File: config.mk
export PLATFORM = sky130hd
export DESIGN_NAME = pll_phase_stepper
export DESIGN_NICKNAME = d
export VERILOG_FILES = /design/src/rtl/pll_phase_stepper.sv
export SDC_FILE = /design/constraint.sdc
export NUM_CORES = 1
export LEC_CHECK = 0
export CORE_AREA = 8 8 65 80
export DETAILED_ROUTE_END_ITERATION = 7
export DIE_AREA = 0 0 73 88
export PLACE_DENSITY = 0.73
export RECOVER_POWER = 100
export SLEW_MARGIN = 20
export SYNTH_ARGS = -nofsm -noshare
export SYNTH_HDL_FRONTEND = slang
export SYNTH_SLANG_ARGS = --single-unit
File: constraint.sdc
create_clock -name i_clk -period 1.8 [get_ports i_clk]
set_clock_uncertainty 0.15 [all_clocks]
set_input_delay 0.27 -clock i_clk [delete_from_list [all_inputs] [get_ports i_clk]]
set_output_delay 0.27 -clock i_clk [all_outputs]
set_load 0.05 [all_outputs]
File: src/rtl/pll_phase_stepper.sv
// Issues PLL dynamic phase-shift steps: setup, phasestep pulse, phasedone handshake per step,
// with a per-edge timeout. Status is reported as busy / done pulse / sticky error.
module pll_phase_stepper #(
  parameter int STEP_HOLD    = 2,
  parameter int SETUP_CYCLES = 2,
  parameter int TIMEOUT      = 255
) (
  input  logic       i_clk,
  input  logic       i_rst_n,
  input  logic       i_start,
  input  logic [7:0] i_steps,
  input  logic [2:0] i_counter_sel,
  input  logic       i_updown,
  input  logic       i_phasedone,
  output logic       o_phasestep,
  output logic       o_phaseupdown,
  output logic [2:0] o_phasecounterselect,
  output logic       o_busy,
  output logic       o_done,
  output logic       o_error,
  output logic [7:0] o_steps_done
);

  typedef enum logic [2:0] {
    ST_IDLE,
    ST_SETUP,
    ST_STEP,
    ST_WAIT_LO,
    ST_WAIT_HI,
    ST_NEXT,
    ST_DONE
  } state_t;

  // One cycle counter serves SETUP, STEP and both WAIT states; all limits fit in 8 bits.
  localparam int CNT_W = 8;
  localparam logic [CNT_W-1:0] CNT_MAX      = '1;
  localparam logic [CNT_W-1:0] SETUP_LAST   = CNT_W'(SETUP_CYCLES - 1);
  localparam logic [CNT_W-1:0] HOLD_LAST    = CNT_W'(STEP_HOLD - 1);
  localparam logic [CNT_W-1:0] TIMEOUT_LAST = CNT_W'(TIMEOUT - 1);

  state_t           state_q;
  state_t           state_d;
  logic [CNT_W-1:0] cnt_q;
  logic             start_q;
  logic             pd_meta;
  logic             pd_sync;
  logic [7:0]       steps_lat;

  logic start_edge;
  logic accept;
  logic wait_expired;
  logic timeout_hit;

  assign start_edge   = i_start & ~start_q;
  assign accept       = start_edge && (state_q == ST_IDLE);
  assign wait_expired = (cnt_q == TIMEOUT_LAST);
  assign timeout_hit  = wait_expired &&
                        (((state_q == ST_WAIT_LO) &&  pd_sync) ||
                         ((state_q == ST_WAIT_HI) && !pd_sync));

  // State register.
  // NOTE: every clocked block uses <= so all flops update from pre-edge values,
  // independent of the order in which the simulator evaluates the blocks.
  always_ff @(posedge i_clk) begin
    if (!i_rst_n) state_q <= ST_IDLE;
    else          state_q <= state_d;
  end

  // Next-state logic.
  // NOTE: state_d gets a default before the case so no path leaves it unassigned,
  // which would otherwise infer a latch.
  always_comb begin
    state_d = state_q;
    unique case (state_q)
      ST_IDLE: begin
        if (accept) state_d = (i_steps == '0) ? ST_DONE : ST_SETUP;
      end
      ST_SETUP: begin
        if (cnt_q == SETUP_LAST) state_d = ST_STEP;
      end
      ST_STEP: begin
        if (cnt_q == HOLD_LAST) state_d = ST_WAIT_LO;
      end
      ST_WAIT_LO: begin
        if (!pd_sync)         state_d = ST_WAIT_HI;
        else if (timeout_hit) state_d = ST_DONE;
      end
      ST_WAIT_HI: begin
        if (pd_sync)          state_d = ST_NEXT;
        else if (timeout_hit) state_d = ST_DONE;
      end
      ST_NEXT: begin
        state_d = (o_steps_done == steps_lat) ? ST_DONE : ST_STEP;
      end
      ST_DONE: begin
        state_d = ST_IDLE;
      end
      default: begin
        state_d = ST_IDLE;
      end
    endcase
  end

  // Moore outputs; reset forces IDLE, so phasestep drops on the reset edge.
  always_comb begin
    o_phasestep = (state_q == ST_STEP);
    o_busy      = (state_q != ST_IDLE);
    o_done      = (state_q == ST_DONE);
  end

  // Phasedone synchronizer and start edge history.
  always_ff @(posedge i_clk) begin
    if (!i_rst_n) begin
      pd_meta <= 1'b0;
      pd_sync <= 1'b0;
      start_q <= 1'b0;
    end else begin
      pd_meta <= i_phasedone;
      pd_sync <= pd_meta;
      start_q <= i_start;
    end
  end

  // Per-state cycle counter: restarts on every state change and saturates.
  always_ff @(posedge i_clk) begin
    if (!i_rst_n)                 cnt_q <= '0;
    else if (state_d != state_q)  cnt_q <= '0;
    else if (cnt_q != CNT_MAX)    cnt_q <= cnt_q + 1'b1;
  end

  // Request latches and status. The pin registers double as the select/direction
  // latches, so a zero-step request leaves the PLL pins untouched.
  always_ff @(posedge i_clk) begin
    if (!i_rst_n) begin
      steps_lat            <= '0;
      o_phasecounterselect <= '0;
      o_phaseupdown        <= 1'b0;
      o_steps_done         <= '0;
      o_error              <= 1'b0;
    end else if (accept) begin
      steps_lat    <= i_steps;
      o_steps_done <= '0;
      o_error      <= 1'b0;
      if (i_steps != '0) begin
        o_phasecounterselect <= i_counter_sel;
        o_phaseupdown        <= i_updown;
      end
    end else begin
      if ((state_q == ST_WAIT_HI) && pd_sync) o_steps_done <= o_steps_done + 1'b1;
      if (timeout_hit)                        o_error      <= 1'b1;
    end
  end

endmodule

==> impl_metrics.env, run 1 <==
export IMPL_fin_nets=281
export IMPL_slew_viol_final=0
export IMPL_initial_utilization=0.447
export IMPL_area_growth_pct=40.0
export IMPL_syn_nets=212
export IMPL_ys_seq_area_frac=0.392
export IMPL_worst_setup_path_type="register to register"
export IMPL_powerDensity_nw_per_um2=1060
export IMPL_drt_met1_wl_mm=1.81
export IMPL_synth_ff_type="dfxtp_1"
export IMPL_grt_pass1_wl_mm=7.27
export IMPL_slowest_delay_ns=0.49
export IMPL_yosysWarnings=0
export IMPL_rows=26
export IMPL_synth_cells=192
export IMPL_antenna_found_initial=0
export IMPL_die_w_um=73
export IMPL_top_layer="met4"
export IMPL_cts_buffer_depth=2
export IMPL_die_h_um=88
export IMPL_crit_family="simple AND/OR/NAND/NOR gates"
export IMPL_fin_crit_ns=1.99
export IMPL_grt_max_degree=13
export IMPL_status="finished with violations"
export IMPL_ys_async_sr_fraction=0
export IMPL_p_leak_nw=1.09
export IMPL_hp_class="input pin to register"
export IMPL_gp_congestion=0.838
export IMPL_diodes=0
export IMPL_num_vias=1586
export IMPL_clockRootBuffer="clkbuf_8"
export IMPL_postRouteAntennaNets=0
export IMPL_tightest_slew_ns=0.604
export IMPL_clock_latency_ns=0.29
export IMPL_io_buffers=31
export IMPL_synth_distinct_cells=43
export IMPL_hpwlAfterDp_mm=3.43
export IMPL_start_kind="register"
export IMPL_violations="setup timing"
export IMPL_io_pins=32
export IMPL_via_per_inst=4.99
export IMPL_synthMuxAreaShare=0.0728
export IMPL_worst_ep_arrival_time_ns=2.00
export IMPL_synth_edf_count=0
export IMPL_drt_wirelength_per_cell_um=14.1
export IMPL_first_iter_violations=64
export IMPL_synth_compound_area_share=0.108
export IMPL_syn_area_um2=1790
export IMPL_finalWirelength_mm=4.47
export IMPL_clk_pin_slew_worst_paths_ns=0.08
export IMPL_nFillCells=357
export IMPL_firstDrtPassIters=4
export IMPL_syn_avg_cell_area_um2=9.31
export IMPL_groute_usage_overall=0.144
export IMPL_synth_seq_cells=35
export IMPL_drive_gt1_frac=0.302
export IMPL_cap_viol_max_count=0
export IMPL_synthXorXnorAreaFrac=0.0980
export IMPL_grt_pass1_vias=1621
export IMPL_final_cell_mix="nor2_1, buf_4, dfxtp_1"
export IMPL_synth_adder_area_share=0.0280
export IMPL_path_cells="inv_2 -> ha_1 -> or4b_4 -> nor4_4 -> a21oi_4 -> o221ai_4 -> nor2_1"
export IMPL_die_area_um2=6420
export IMPL_postCtsSetupRepairBufs=0
export IMPL_path_max_fanout=8
export IMPL_setup_viol=10
export IMPL_cts_tree="done"
export IMPL_rsz0062_at_grt="yes"
export IMPL_crit_required_ns=1.81
export IMPL_yosys_area_share_simple=0.254
export IMPL_wl_met2_mm=2.42
export IMPL_total_power_w=0.00267
export IMPL_ir_worst_vdd_mv=0.736
export IMPL_layout_setup_ws_ns=-0.190
export IMPL_cts_sinks=35
export IMPL_fmax_mhz=503
export IMPL_overflow=0
export IMPL_synth_top_family_by_area="simple AND/OR/NAND/NOR gates"
export IMPL_cp_slowest_cell="or4b_4"
export IMPL_utilization=0.626
export IMPL_crit_buf_inv=1
export IMPL_finalCritPeriodShare=1.11
export IMPL_wl_met3_um=172
export IMPL_coreArea_um2=4000
export IMPL_worstSetupEndpointType="register"
export IMPL_holdBufCountCts=0
export IMPL_hold_violations=0
export IMPL_cts_max_level=2
export IMPL_remaining_drc_errors=0
export IMPL_numCtsBuffers=5
export IMPL_max_slew_margin_rel=0.599
==> stage by stage <==
stage | instances | instance area, µm² | setup TNS (ns) | hold slack (ns) | setup WS [ns]
after CTS | 318 | 2560 | -1.94 | 0.202 | -0.233
after global placement | 310 | 2450 | -6.74 | 0.269 | -0.510
final | 318 | 2500 | -1.58 | 0.109 | -0.190
after detailed placement | 310 | 2450 | -7.09 | 0.281 | -0.535
after floorplan | 192 | 1800 | -1.09 | 0.242 | -0.143
after global routing | 318 | 2500 | -3.11 | 0.102 | -0.304
==> layer usage <==
metal / vias to the layer above / GRT usage
li1: 814 / -
met3: 7 / 0.0424
met1: 740 / 0.144
met4: 0 / 0.0566
met5: - / 0
met2: 25 / 0.270
==> cells in the mapped netlist, drive strengths merged (2+ instances only) <==
master	number	area (µm²)
clkbuf	2	7.51
buf	5	46.3
nand2	10	37.5
o21ai	2	10.0
ha	4	50.1
or4	2	15.0
xor2	9	78.8
nand3	5	25.0
inv	8	30.0
nand4	6	37.5
nor2	34	128
o2111a	2	22.5
nand2b	2	12.5
or4b	2	23.8
nor4	3	33.8
and2	4	25.0
a31oi	3	18.8
and3	6	37.5
xnor2	11	96.3
a21oi	7	50.1
nor3	4	25.0
dfxtp	35	701
mux2i	13	130
==> registers in the layout, summed over array words and instances (netlist names) <==
register / cells
start_q: 1
cnt_q: 8
o_phaseupdown: 1
o_error: 1
steps_lat: 8
pd_sync: 1
o_phasecounterselect: 3
o_steps_done: 8
pd_meta: 1
state_q: 3
==> power breakdown <==
| part | total, W | switching, W | internal [W] |
|---|---|---|---|
| logic | 0.00114 | 0.000588 | 0.000555 |
| clock network | 0.000565 | 0.000296 | 0.000269 |
| registers | 0.000958 | 0.0000821 | 0.000876 |
==> layout make-up <==
type,count,area [µm²],area share
inverter,8,30.0,0.0120
clock inverter,3,20.0,0.00800
multi-input combinational,142,1040,0.416
tap,56,70.1,0.0280
clock buffer,5,68.8,0.0275
sequential,35,707,0.282
timing repair buffer,69,566,0.226
==> worst min-delay path: cells and delay by family <==
kind,cells,cell delay [ns]
simple gates,1,0.07
mux,1,0.07
buf+inv,1,0.10
==> timing repair <==
item / CTS / global route
pin swaps: 11 / 5
endpoints found under the setup margin: 18 / 17
resized for setup: 17 / 8
==> cell families after synthesis <==
kind of cell,Yosys count
buffers and inverters,15
DFF,35
adders and majority gates,4
and+or+nand+nor,84
muxes,13
AOI/OAI and AO/OA,21
xor gates and xnor gates,20
==> path summary, 6_finish.rpt <==
path | depth (start not counted) | from | end | slack (ns)
worst max-delay path | 7 | cnt_q[1]$_SDFFE_PP0P_ | cnt_q[0]$_SDFFE_PP0P_ | -0.19
worst min register to register | 1 | pd_meta$_SDFF_PN0_ | pd_sync$_SDFF_PN0_ | 0.29
worst max register to register | 7 | cnt_q[1]$_SDFFE_PP0P_ | cnt_q[0]$_SDFFE_PP0P_ | -0.19
worst min-delay path | 3 | i_steps[0] | steps_lat[0]$_SDFFE_PN0N_ | 0.11
Note: power is estimated with default switching activity, not from simulation.
==> run 2: changes to the inputs <==
--- a/config.mk
+++ b/config.mk
@@ -6,6 +6,7 @@
 export NUM_CORES = 1
 export LEC_CHECK = 0
 export CORE_AREA = 8 8 65 80
+export CTS_CLUSTER_DIAMETER = 40
 export DETAILED_ROUTE_END_ITERATION = 7
 export DIE_AREA = 0 0 73 88
 export PLACE_DENSITY = 0.73
==> results of run 2 <==
No change in the layout: final DEF, timing and power equal those of run 1.
==> run 3: changes to the inputs <==
--- a/config.mk
+++ b/config.mk
@@ -5,11 +5,13 @@
 export SDC_FILE = /design/constraint.sdc
 export NUM_CORES = 1
 export LEC_CHECK = 0
-export CORE_AREA = 8 8 65 80
+export CELL_PAD_IN_SITES_DETAIL_PLACEMENT = 1
+export CELL_PAD_IN_SITES_GLOBAL_PLACEMENT = 1
+export CORE_AREA = 8 8 70 87
 export CTS_CLUSTER_DIAMETER = 40
 export DETAILED_ROUTE_END_ITERATION = 7
-export DIE_AREA = 0 0 73 88
-export PLACE_DENSITY = 0.73
+export DIE_AREA = 0 0 78 95
+export PLACE_DENSITY_LB_ADDON = 0.1
 export RECOVER_POWER = 100
 export SLEW_MARGIN = 20
 export SYNTH_ARGS = -nofsm -noshare
==> constraint.sdc (replaced) <==
create_clock -name i_clk -period 2.16 [get_ports i_clk]
set_clock_uncertainty 0.15 [all_clocks]
set_input_delay 0.324 -clock i_clk [delete_from_list [all_inputs] [get_ports i_clk]]
set_output_delay 0.324 -clock i_clk [all_outputs]
set_load 0.05 [all_outputs]
==> run 3 against run 2 <==
Against the previous run:
- the run now ends clean
- sequential share of layout area up 1.4 points
- highest routed layer unchanged
- fmax fell by 4.9%
- hold slack better by 0.19 ns
- critical path type unchanged
==> impl_metrics.env, run 3 (same netlist as run 1, synthesis figures left out) <==
export IMPL_clockRootBuffer="clkbuf_8"
export IMPL_postRouteAntennaNets=0
export IMPL_first_iter_violations=52
export IMPL_preCtsSetupSlack_ns=-0.337
export IMPL_hp_class="register to register"
export IMPL_path_max_fanout=8
export IMPL_grt_pass1_wl_mm=8.30
export IMPL_io_buffers=31
export IMPL_grt_max_degree=13
export IMPL_die_h_um=95
export IMPL_io_pins=32
export IMPL_cts_sinks=35
export IMPL_holdBufCountCts=0
export IMPL_setup_viol=0
export IMPL_p_leak_nw=0.985
export IMPL_die_w_um=78
export IMPL_fin_crit_ns=2.09
export IMPL_gp_congestion=0.804
export IMPL_dp_cells=291
export IMPL_fmax_mhz=478
export IMPL_slowest_delay_ns=0.47
export IMPL_worst_setup_path_type="register to register"
export IMPL_p_switching_w=0.000788
export IMPL_cts_buffer_depth=2
export IMPL_setup_tns_ns=0
export IMPL_cp_slowest_cell="or4b_4"
export IMPL_cts_max_level=2
export IMPL_worst_ep_arrival_time_ns=2.10
export IMPL_via_per_inst=5.22
export IMPL_firstDrtPassIters=4
export IMPL_start_kind="register"
export IMPL_diodes=0
export IMPL_numCtsBuffers=5
export IMPL_groute_usage_overall=0.139
export IMPL_cap_viol_max_count=0
export IMPL_hpwlAfterDp_mm=3.85
export IMPL_final_cells=302
export IMPL_overflow=0
export IMPL_final_common_cell="nor2_1"
export IMPL_area_growth_pct=33.4
export IMPL_swShare=0.348
export IMPL_nFillCells=567
export IMPL_remaining_drc_errors=0
export IMPL_ir_worst_vdd_mv=0.587
export IMPL_final_cell_mix="nor2_1, dfxtp_1, clkdlybuf4s50_1"
export IMPL_pwr_share_comb=0.367
export IMPL_fin_nets=261
export IMPL_tightest_slew_ns=0.613
export IMPL_crit_required_ns=2.17
export IMPL_num_vias=1577
export IMPL_slew_viol_final=0
export IMPL_finalWirelength_mm=4.95
export IMPL_hold_violations=0
export IMPL_rows=28
export IMPL_initial_utilization=0.381
export IMPL_worstSetupEndpointType="register"
export IMPL_p_clk_frac=0.273
export IMPL_hold_ws_ns=0.301
export IMPL_status="completed"
export IMPL_seqPwrFrac=0.360
export IMPL_clk_pin_slew_worst_paths_ns=0.07
export IMPL_cts_tree="done"
export IMPL_max_slew_margin_rel=0.593
export IMPL_drive_gt1_frac=0.186
export IMPL_clock_latency_ns=0.29
export IMPL_reg_top3="cnt_q (8), o_steps_done (8), steps_lat (8)"
export IMPL_intPower_w=0.00147
export IMPL_coreArea_um2=4690
export IMPL_path_cells="inv_4 -> ha_4 -> or4b_4 -> nor4_4 -> buf_4 -> a21oi_4 -> o221ai_4 -> nor2_1"
export IMPL_die_area_um2=7410
export IMPL_powerDensity_nw_per_um2=949
export IMPL_antenna_found_initial=0
export IMPL_finalCritPeriodShare=0.968
export IMPL_grt_pass1_vias=1707
export IMPL_drt_wirelength_per_cell_um=16.4
export IMPL_layout_setup_ws_ns=0.0686
export IMPL_rsz0062_at_grt="yes"
run 3: timing repair:
item | in CTS | in global routing
gates resized for setup | 1 | 10
pin swaps | 0 | 11
setup buffers | 0 | 3
endpoints found under the setup margin | 6 | 10
run 3: layer usage:
| metal | track usage | vias to the layer above | routed length, µm |
|---|---|---|---|
| met4 | 0.0402 | 0 | 52 |
| met3 | 0.0361 | 7 | 120 |
| met5 | 0 | - | 0 |
| met2 | 0.283 | 16 | 2860 |
| li1 | - | 771 | - |
| met1 | 0.133 | 783 | 1920 |
run 3: area by class of cell:
class / count / area (µm²) / area share
Clock buffer: 6 / 82.6 / 0.0346
Clock inverter: 2 / 35.0 / 0.0147
Inverter: 8 / 32.5 / 0.0136
Multi-Input combinational cell: 142 / 1030 / 0.432
Sequential cell: 35 / 707 / 0.296
Tap cell: 60 / 75.1 / 0.0315
Timing Repair Buffer: 49 / 423 / 0.177
run 3: worst paths after layout:
kind,startpoint,endpoint,slack [ns],cells after the start
hold reg to reg,pd_meta$_SDFF_PN0_,pd_sync$_SDFF_PN0_,0.30,1
hold / removal,pd_meta$_SDFF_PN0_,pd_sync$_SDFF_PN0_,0.30,1
setup reg to reg,cnt_q[1]$_SDFFE_PP0P_,cnt_q[0]$_SDFFE_PP0P_,0.07,8
setup / recovery,cnt_q[1]$_SDFFE_PP0P_,cnt_q[0]$_SDFFE_PP0P_,0.07,8
run 3: critical path, delay by kind of cell, from the launching register on:
kind                     cells  cell delay [ns]
AND/OR/NAND/NOR              3             0.78
flip-flops                   1             0.36
AO/OA/AOI/OAI                2             0.33
buffers and inverters        2             0.22
adder cells (fa/ha/maj)      1             0.12
run 3: through the flow:
stage,cell area (µm²),total power (W),util
floorplan,1790,0.00138,-
global placement,2260,0.00160,0.481
detailed placement,2260,0.00163,0.481
CTS,2380,0.00226,0.507
global route,2380,0.00240,0.508
finish,2380,0.00226,0.508
run 3: power by group through the flow:
stage               Combinational [W]  Sequential [W]  Clock, W
global placement             0.000794        0.000807         0
detailed placement           0.000820        0.000815         0
CTS                          0.000825        0.000800  0.000635
global route                 0.000907        0.000824  0.000669
floorplan                    0.000553        0.000828         0
finish                       0.000831        0.000814  0.000617
